$ cat config.mk
export PLATFORM = sky130hd
export DESIGN_NAME = dice_game_ctrl_flat
export DESIGN_NICKNAME = d
export VERILOG_FILES = /design/src/rtl/dice_game_ctrl_if.sv /design/src/rtl/dice_game_ctrl.sv /design/src/flat_wrapper.sv
export SDC_FILE = /design/constraint.sdc
export NUM_CORES = 1
export LEC_CHECK = 0
export CAP_MARGIN = 20
export CORE_AREA = 2 2 97 61
export CTS_BUF_LIST = sky130_fd_sc_hd__clkbuf_8
export CTS_CLUSTER_DIAMETER = 100
export DETAILED_ROUTE_END_ITERATION = 6
export DIE_AREA = 0 0 99 63
export PLACE_DENSITY_LB_ADDON = 0.1
export SYNTH_ARGS = -nofsm -noshare
export SYNTH_HDL_FRONTEND = slang
export SYNTH_SLANG_ARGS = --single-unit
$ cat constraint.sdc
create_clock -name clk -period 4.8 [get_ports clk]
set_input_delay 0.96 -clock clk [delete_from_list [all_inputs] [get_ports clk]]
set_output_delay 0.96 -clock clk [all_outputs]
set_load 0.02 [all_outputs]
$ cat src/rtl/dice_game_ctrl_if.sv
// Bus between the dice round sequencer and its surroundings.
//   start1/start2 : debounced single-cycle start pulses
//   dice1/dice2   : live 0..9 values from the two random generators
//   roll1/roll2   : single-cycle roll strobes to the generators
//   hold1/hold2   : latched final dice per player
//   score1/score2 : match scores
//   winner        : round result (00 none, 01 P1, 10 P2, 11 draw)
//   game_over     : high while the match is finished
//   state         : FSM state encoding for the display
// master = environment (buttons, generators, display), slave = controller.
interface dice_game_ctrl_if;
  logic       start1;
  logic       start2;
  logic [3:0] dice1;
  logic [3:0] dice2;
  logic       roll1;
  logic       roll2;
  logic [3:0] hold1;
  logic [3:0] hold2;
  logic [3:0] score1;
  logic [3:0] score2;
  logic [1:0] winner;
  logic       game_over;
  logic [2:0] state;

  modport master (
    output start1, start2, dice1, dice2,
    input  roll1, roll2, hold1, hold2, score1, score2, winner, game_over, state
  );

  modport slave (
    input  start1, start2, dice1, dice2,
    output roll1, roll2, hold1, hold2, score1, score2, winner, game_over, state
  );
endinterface

$ cat src/rtl/dice_game_ctrl.sv
// Two-player dice round sequencer.
// Paces each player's generator through a burst of ROLL_TICKS roll strobes
// spaced TICK_DIV cycles apart, latches the final dice values, scores the
// round, holds the result for RESULT_HOLD cycles and ends the match when a
// player reaches WIN_SCORE.
// Ports:
//   clk : system clock
//   rst : asynchronous active-high reset
//   bus : dice_game_ctrl_if.slave (starts/dice in, strobes/results out)
// All outputs come straight from registers.
module dice_game_ctrl #(
  parameter int TICK_DIV    = 100,
  parameter int ROLL_TICKS  = 10,
  parameter int RESULT_HOLD = 1000,
  parameter int WIN_SCORE   = 5
) (
  input  logic            clk,
  input  logic            rst,
  dice_game_ctrl_if.slave bus
);

  typedef enum logic [2:0] {
    IDLE   = 3'd0,
    ROLL1  = 3'd1,
    LATCH1 = 3'd2,
    WAIT2  = 3'd3,
    ROLL2  = 3'd4,
    LATCH2 = 3'd5,
    RESULT = 3'd6,
    OVER   = 3'd7
  } state_t;

  localparam int TICK_W  = (TICK_DIV > 1) ? $clog2(TICK_DIV) : 1;
  localparam int BURST_W = $clog2(ROLL_TICKS + 1);
  localparam int HOLD_W  = (RESULT_HOLD > 1) ? $clog2(RESULT_HOLD) : 1;

  localparam logic [TICK_W-1:0]  TICK_LAST  = TICK_W'(TICK_DIV - 1);
  // Strobe register is set one cycle early so it is high while tick==TICK_LAST.
  localparam logic [TICK_W-1:0]  TICK_PRE   = TICK_W'(TICK_DIV - 2);
  localparam logic [BURST_W-1:0] BURST_LAST = BURST_W'(ROLL_TICKS - 1);
  localparam logic [HOLD_W-1:0]  HOLD_LAST  = HOLD_W'(RESULT_HOLD - 1);
  localparam logic [3:0]         WIN        = 4'(WIN_SCORE);
  // With TICK_DIV==1 every cycle of a burst is a strobe cycle, including the
  // first one, so the strobe must already be set on the entering edge.
  localparam logic               STROBE_AT_WRAP = 1'(TICK_DIV == 1);

  state_t             state_reg;
  logic [TICK_W-1:0]  tick_reg;
  logic [BURST_W-1:0] burst_reg;
  logic [HOLD_W-1:0]  hold_cnt_reg;
  logic               roll1_reg;
  logic               roll2_reg;
  logic [3:0]         hold1_reg;
  logic [3:0]         hold2_reg;
  logic [3:0]         score1_reg;
  logic [3:0]         score2_reg;
  logic [1:0]         winner_reg;
  logic               game_over_reg;

  always_ff @(posedge clk or posedge rst) begin
    if (rst) begin
      state_reg     <= IDLE;
      tick_reg      <= '0;
      burst_reg     <= '0;
      hold_cnt_reg  <= '0;
      roll1_reg     <= 1'b0;
      roll2_reg     <= 1'b0;
      hold1_reg     <= 4'd0;
      hold2_reg     <= 4'd0;
      score1_reg    <= 4'd0;
      score2_reg    <= 4'd0;
      winner_reg    <= 2'b00;
      game_over_reg <= 1'b0;
    end else begin
      case (state_reg)
        IDLE: begin
          // start1 has priority; start2 alone means nothing here.
          if (bus.start1) begin
            state_reg  <= ROLL1;
            winner_reg <= 2'b00;
            tick_reg   <= '0;
            burst_reg  <= '0;
            roll1_reg  <= STROBE_AT_WRAP;
          end
        end

        ROLL1: begin
          if (tick_reg == TICK_LAST) begin
            tick_reg <= '0;
            if (burst_reg == BURST_LAST) begin
              roll1_reg <= 1'b0;
              burst_reg <= '0;
              state_reg <= LATCH1;
            end else begin
              burst_reg <= burst_reg + 1'b1;
              roll1_reg <= STROBE_AT_WRAP;
            end
          end else begin
            tick_reg  <= tick_reg + 1'b1;
            roll1_reg <= (tick_reg == TICK_PRE);
          end
        end

        LATCH1: begin
          // Generator stepped on the edge that sampled the last strobe.
          hold1_reg <= bus.dice1;
          state_reg <= WAIT2;
        end

        WAIT2: begin
          if (bus.start2) begin
            state_reg <= ROLL2;
            tick_reg  <= '0;
            burst_reg <= '0;
            roll2_reg <= STROBE_AT_WRAP;
          end
        end

        ROLL2: begin
          if (tick_reg == TICK_LAST) begin
            tick_reg <= '0;
            if (burst_reg == BURST_LAST) begin
              roll2_reg <= 1'b0;
              burst_reg <= '0;
              state_reg <= LATCH2;
            end else begin
              burst_reg <= burst_reg + 1'b1;
              roll2_reg <= STROBE_AT_WRAP;
            end
          end else begin
            tick_reg  <= tick_reg + 1'b1;
            roll2_reg <= (tick_reg == TICK_PRE);
          end
        end

        LATCH2: begin
          // Compare against the live dice2 since hold2 updates on this same edge.
          hold2_reg    <= bus.dice2;
          hold_cnt_reg <= '0;
          state_reg    <= RESULT;
          if (hold1_reg > bus.dice2) begin
            winner_reg <= 2'b01;
            score1_reg <= score1_reg + 4'd1;
          end else if (bus.dice2 > hold1_reg) begin
            winner_reg <= 2'b10;
            score2_reg <= score2_reg + 4'd1;
          end else begin
            winner_reg <= 2'b11;
          end
        end

        RESULT: begin
          if (hold_cnt_reg == HOLD_LAST) begin
            hold_cnt_reg <= '0;
            if ((score1_reg == WIN) || (score2_reg == WIN)) begin
              state_reg     <= OVER;
              game_over_reg <= 1'b1;
            end else begin
              state_reg <= IDLE;
            end
          end else begin
            hold_cnt_reg <= hold_cnt_reg + 1'b1;
          end
        end

        OVER: begin
          // Only both players pressing together starts a new match.
          if (bus.start1 && bus.start2) begin
            state_reg     <= IDLE;
            game_over_reg <= 1'b0;
            hold1_reg     <= 4'd0;
            hold2_reg     <= 4'd0;
            score1_reg    <= 4'd0;
            score2_reg    <= 4'd0;
            winner_reg    <= 2'b00;
          end
        end

        default: state_reg <= IDLE;
      endcase
    end
  end

  assign bus.roll1     = roll1_reg;
  assign bus.roll2     = roll2_reg;
  assign bus.hold1     = hold1_reg;
  assign bus.hold2     = hold2_reg;
  assign bus.score1    = score1_reg;
  assign bus.score2    = score2_reg;
  assign bus.winner    = winner_reg;
  assign bus.game_over = game_over_reg;
  assign bus.state     = state_reg;

endmodule
$ cat src/flat_wrapper.sv
// flat-port wrapper written by rule: the top's interface ports become plain ports
module dice_game_ctrl_flat 
#(
  parameter int TICK_DIV    = 100,
  parameter int ROLL_TICKS  = 10,
  parameter int RESULT_HOLD = 1000,
  parameter int WIN_SCORE   = 5
)
  (clk, rst, bus_start1, bus_start2, bus_dice1, bus_dice2, bus_roll1, bus_roll2, bus_hold1, bus_hold2, bus_score1, bus_score2, bus_winner, bus_game_over, bus_state);
  dice_game_ctrl_if bus_i ();
  input  logic clk;
  input  logic rst;
  input wire logic [$bits(bus_i.start1)-1:0] bus_start1;
  input wire logic [$bits(bus_i.start2)-1:0] bus_start2;
  input wire logic [$bits(bus_i.dice1)-1:0] bus_dice1;
  input wire logic [$bits(bus_i.dice2)-1:0] bus_dice2;
  output wire logic [$bits(bus_i.roll1)-1:0] bus_roll1;
  output wire logic [$bits(bus_i.roll2)-1:0] bus_roll2;
  output wire logic [$bits(bus_i.hold1)-1:0] bus_hold1;
  output wire logic [$bits(bus_i.hold2)-1:0] bus_hold2;
  output wire logic [$bits(bus_i.score1)-1:0] bus_score1;
  output wire logic [$bits(bus_i.score2)-1:0] bus_score2;
  output wire logic [$bits(bus_i.winner)-1:0] bus_winner;
  output wire logic [$bits(bus_i.game_over)-1:0] bus_game_over;
  output wire logic [$bits(bus_i.state)-1:0] bus_state;
  assign bus_i.start1 = bus_start1;
  assign bus_i.start2 = bus_start2;
  assign bus_i.dice1 = bus_dice1;
  assign bus_i.dice2 = bus_dice2;
  assign bus_roll1 = bus_i.roll1;
  assign bus_roll2 = bus_i.roll2;
  assign bus_hold1 = bus_i.hold1;
  assign bus_hold2 = bus_i.hold2;
  assign bus_score1 = bus_i.score1;
  assign bus_score2 = bus_i.score2;
  assign bus_winner = bus_i.winner;
  assign bus_game_over = bus_i.game_over;
  assign bus_state = bus_i.state;
  dice_game_ctrl #(.TICK_DIV(TICK_DIV), .ROLL_TICKS(ROLL_TICKS), .RESULT_HOLD(RESULT_HOLD), .WIN_SCORE(WIN_SCORE)) u_core (.clk(clk), .rst(rst), .bus(bus_i));
endmodule
# ---- After elaboration in Yosys (flattened, before gate mapping)
# Index checks and enable logic that the tools add are counted.
dict set report totals {
  ff_bits 45
  in_bits 12
  wordCells 111
}
dict set report classes {
  add_sub_neg 5
  order_cmp 2
  n_eq_ne 26
  muxes 43
  reduce_logical 23
}
# operator count
set op_table {}
lappend op_table {{2-to-1 mux 4 bit} 8}
lappend op_table {{one-hot mux 4 bit (2 select lines)} 4}
lappend op_table {{2-to-1 mux 3 bit} 9}
lappend op_table {{one-hot mux 3 bit (8 select lines)} 1}
lappend op_table {{2-to-1 mux 7 bit} 3}
lappend op_table {{one-hot mux 7 bit (3 select lines)} 1}
lappend op_table {{inequality test 2 x 1 -> 1 bit, second input constant} 10}
lappend op_table {{one-hot mux 10 bit (2 select lines)} 1}
lappend op_table {{== test 7 bit, second input constant} 2}
lappend op_table {{adder 4 x 1 -> 4 bit, second input constant} 3}
lappend op_table {{== test 3 bit, second input constant} 4}
lappend op_table {{one-hot mux 4 bit (3 select lines)} 1}
lappend op_table {{AND reduction 4 bit} 3}
lappend op_table {{nonzero test 2 bit} 6}
lappend op_table {{adder 10 x 1 -> 10 bit, second input constant} 1}
lappend op_table {{== test 10 bit, second input constant} 1}
lappend op_table {{2-to-1 mux 10 bit} 1}
lappend op_table {{AND reduction 3 bit} 3}
lappend op_table {{== test 4 x 3 -> 1 bit, second input constant} 2}
lappend op_table {{greater-than comparator 4 bit} 2}
lappend op_table {{AND reduction 2 bit} 4}
lappend op_table {{AND reduction 8 bit} 1}
lappend op_table {{adder 7 x 1 -> 7 bit, second input constant} 1}
lappend op_table {{2-to-1 mux 1 bit} 7}
lappend op_table {{other kinds (12)} 20}

# ---- Depth between registers and ports, before layout
dict set report depth {
  depth_word 5
  depth_mapped 7
  depth_no_buf 7
}

# ---- Worst setup path before layout
# No wires, ideal clock.
dict set report synth_timing {
  path_type {input -> register}
  from {input bus_dice2[1]}
  to {register u_core.score2_reg[3], in the netlist u_core.bus.score2[3]}
  setup_time_ns 0.077
  t_arrival_ns 2.296
  required_ns 4.723
  setup_slack_ns 2.427
  cell_stages 7
  n_path_buf 0
  path_cell_list {inv_1 > ha_1 > nor2b_1 > o211ai_1 > nand3_1 > or3_1 > a21oi_1}
}
dict set report synth_between {
  elab_chain_len 3
  elab_cells_between_ends 5
  classes_between {order compare (2); eq/ne (2); reduce/logical (1)}
}
# element line_no
set synth_lines {}
lappend synth_lines {{start, declared} flat_wrapper.sv:16} ;# input wire logic [$bits(bus_i.dice2)-1:0] bus_dice2;
lappend synth_lines {{greater-than comparator 4 bit (on tied branches)} {dice_game_ctrl.sv:141, dice_game_ctrl.sv:144}}
lappend synth_lines {{inequality test 2 bit (no line) or inequality test 2 x 1 -> 1 bit (tied branches)} --}
lappend synth_lines {{AND reduction 4 bit (no line) *} --}
lappend synth_lines {{end signal, assigned} dice_game_ctrl.sv:146} ;# score2_reg <= score2_reg + 4'd1;
lappend synth_lines {{end, declared} dice_game_ctrl.sv:56} ;# logic [3:0] score2_reg;
# Every way passes the cells marked *; elsewhere a longest branch is shown, timed or not.
# A chain may end at the register's enable or synchronous reset.

# ---- Worst setup path after layout
dict set report layout_timing {
  from {register u_core.state_reg[0], in the netlist u_core.bus.state[0]}
  to {output bus_state[0]}
}
# element line_no
set layout_lines {}
lappend layout_lines {{start, declared} dice_game_ctrl.sv:47} ;# state_t state_reg;
lappend layout_lines {{start signal, assigned} dice_game_ctrl.sv:62} ;# state_reg <= IDLE;
lappend layout_lines {{start signal, assigned} dice_game_ctrl.sv:79} ;# state_reg <= ROLL1;
lappend layout_lines {{start signal, assigned} dice_game_ctrl.sv:93} ;# state_reg <= LATCH1;
lappend layout_lines {{end, declared} flat_wrapper.sv:25} ;# output wire logic [$bits(bus_i.state)-1:0] bus_state;
# No word-level cell between the ends.

==> key figures <==
Outcome
  – Status: completed

Worst setup path
  – R2R Path End: u_core.bus.score2[3]$_DFFE_PP0P_
  – Worst Setup End Kind: output port
  – CP top delay family: flip-flops
  – Crit. path cell count: 1
  – Crit path DAT: 1.87 ns
  – Reg2Reg Setup Slack: 2.28 ns
  – Slowest CP cell: dfrtp_1
  – Buffers plus inverters on the worst setup path: 1
  – Crit. Startpoint: u_core.bus.state[0]$_DFFE_PP0P_
  – CP required: 3.84 ns
  – Setup crit end: bus_state[0]
  – Max stage delay on crit path: 0.81 ns
  – Worst Path Class, Setup: flip-flop to output port
  – Worst path cell trace: clkdlybuf4s50_1
  – Crit Path Max Fanout: 21
  – FF-to-FF Start: u_core.bus.state[0]$_DFFE_PP0P_
  – FF-to-FF path depth: 5
  – Critical Path Source Type: flip-flop

Route
  – Vias: 2203
  – First-pass detailed-route iteration total: 4
  – Vias per cell: 5.62
  – Residual DRC: 0
  – Routed len/inst: 15.6 um
  – Initial drt markers: 177
  – Antenna Nets Post-Route: 0
  – Final WL: 6110 um

Placed design
  – PortBufs: 35
  – DPL Wire Length: 4310 um
  – Pre-CTS setup slack: 1.75 ns
  – RePlAce Congestion: 0.772

Synthesis
  – Cells after synthesis: 289
  – Count leader, synth: dfrtp_1
  – Post-synth top cells: dfrtp_1 (45), nand2_1 (44), o21ai_0 (31)
  – Area share of the largest cell type after synthesis: 0.434
  – Post-synthesis register bit count: 45
  – Synth cell types: 55
  – Syn Nets: 314
  – Post-Syn Area per Cell: 8.98 um2
  – Top cell type by total area after synthesis: dfrtp_1
  – Post-synth EDFFs: 0
  – Synth Flop Type: dfrtp_1
  – Warnings from Yosys: 0
  – Asr flop ratio synth: 1.00
  – Leading post-synthesis cells by cell area: dfrtp_1 (43%), nand2_1 (6.4%), ha_1 (6.3%)
  – Sequential fraction of the synthesis area: 0.434
  – Synth Cell Area: 2590 um2

CTS
  – CTS tree: yes
  – Root Driver: clkbuf_8
  – Clk slew on worst S/H paths: 0.09 ns
  – Post-cts gate resize count: 0
  – Setup Buffers After CTS: 0
  – Hold-fix buffers, CTS: 0
  – Htree depth: 2
  – Num CTS Buffers: 5
  – Sink count of the clock tree: 45
  – Clock Latency Late Sink: 0.30 ns
  – Max Buffers Root-to-Sink: 2

GRT
  – First-pass GRT wire length: 10400 um
  – Global route overflow: 0
  – Initial antenna violation count: 0
  – GR peak layer: met1
  – Met3 Use GR: 0.0470
  – Met1 usage: 0.335
  – GRT Overall Usage: 0.210
  – Vias in the first global route: 2080
  – Largest net degree at the start of global routing: 46
  – Met2 usage: 0.285

Finish
  – Multi-input gate area: 1360 um2
  – Layout area overhead: 18.9%
  – Sequential cell area: 1130 um2
  – Fillers: 496
  – Number of flip-flops under the largest register name: 10
  – Fin nets: 347
  – Diodes inserted: 0
  – Share of layout cells above drive strength 1: 0.0681

Hold path
  – Hold Path Depth: 2
  – Hold WC Path Type: flip-flop to flip-flop

STA
  – Hold_ws: 0.489 ns
  – Final hold vios: 0
  – Fin crit share: 0.589
  – Final setup viols: 0
  – RSZ-0062 raised after global routing: no
  – Worst slew pin tran: 0.790 ns
  – Post-layout min period: 2.83 ns
  – Slew HR: 0.470
  – Setup_tns: 0 ns
  – Setup ws final: 1.97 ns
  – Clock Skew: 0.00867 ns
  – Slew Viols, Final: 0
  – Fmax: 0.354 GHz

Floorplanning
  – Core area: 5390 um2
  – Die ar.: 6240 um2
  – IO Pins: 36
  – Die Wd: 99 um
  – Site Rows: 21
  – Starting Density: 0.482
  – Die Y: 63 um

Pwr
  – Leak: 1.29 nW
  – Total power: 0.000636 W
  – Peak VDD IR: 0.127 mV
  – Power Density: 206 nW/um2

Run
  – Max_cap viols: 0
worst min-delay path, cell delays in order (launching register included):
cell,delay (ns)
dfrtp_1,0.35
nand2_1,0.05
o31ai_1,0.05
cells by family (layout without fill, tap and decap cells):
kind of cell / Yosys count / count (layout) / synth area share
xor gates and xnor gates: 8 / 8 / 0.0270
AOI/OAI and AO/OA: 80 / 80 / 0.204
and+or+nand+nor: 118 / 118 / 0.230
DFF: 45 / 45 / 0.434
buffers and inverters: 25 / 59 / 0.0424
adders and majority gates: 13 / 13 / 0.0627
stage by stage:
step / utilization / instance area, um2 / std cells
CTS: 0.569 / 3070 / 391
finish: 0.573 / 3090 / 392
floorplan: - / 2590 / 289
global placement: 0.554 / 2980 / 383
global route: 0.573 / 3090 / 392
detailed placement: 0.554 / 2980 / 383
final cells by class:
type                    instances  area share
flip-flops and latches         45       0.365
repair buffers                 37       0.122
well taps                      69      0.0280
clock inverters                 3     0.00487
inverters                      14      0.0170
clock buffers                   5      0.0223
multi-input cells             219       0.440
routing by layer:
layer / wire [um] / vias up
met3: 224 / 4
met5: 0 / -
met4: 42 / 0
met2: 2430 / 36
met1: 3410 / 1067
li1: - / 1096
where the power goes:
part           switching (W)  internal [W]
clock               0.000132     0.0000991
sequential       0.000000161      0.000379
combinational      0.0000143     0.0000120
worst min-delay path by stage:
stage | from | to | slack [ns]
final | u_core.bus.winner[1]$_DFFE_PP0P_ | u_core.bus.winner[1]$_DFFE_PP0P_ | 0.49
after global routing | u_core.bus.winner[1]$_DFFE_PP0P_ | u_core.bus.winner[1]$_DFFE_PP0P_ | 0.51
after CTS | u_core.bus.winner[1]$_DFFE_PP0P_ | u_core.bus.winner[1]$_DFFE_PP0P_ | 0.49
after detailed placement | u_core.bus.winner[1]$_DFFE_PP0P_ | u_core.bus.winner[1]$_DFFE_PP0P_ | 0.47
after global placement | u_core.bus.winner[1]$_DFFE_PP0P_ | u_core.bus.winner[1]$_DFFE_PP0P_ | 0.46
after floorplan | u_core.tick_reg[6]$_DFFE_PP0P_ | u_core.tick_reg[6]$_DFFE_PP0P_ | 0.45
layout by cell type, fill, tap and decap left out, types with 2 or more instances in the layout:
cell             synthesis  layout
and3_1                   6       6
ha_1                    13      13
nand4_1                  2       2
a31oi_1                  4       4
dfrtp_1                 45      45
nand2_1                 44      44
o21ai_0                 31      31
o21a_1                   3       3
and2_1                   3       3
clkbuf_8                 0       5
o31ai_1                  5       5
nand3_1                 20      20
xor2_1                   6       6
or3_1                    2       2
o211ai_1                 2       2
xnor2_1                  2       2
a311oi_1                 3       3
nor3_1                   5       5
a21oi_1                 17      17
a211oi_1                 3       3
clkdlybuf4s50_1          0      35
inv_2                    2       3
nand2b_1                 2       2
inv_1                   12      13
nor2_1                  18      18
No activity file was read; power rests on OpenSTA's default activity.
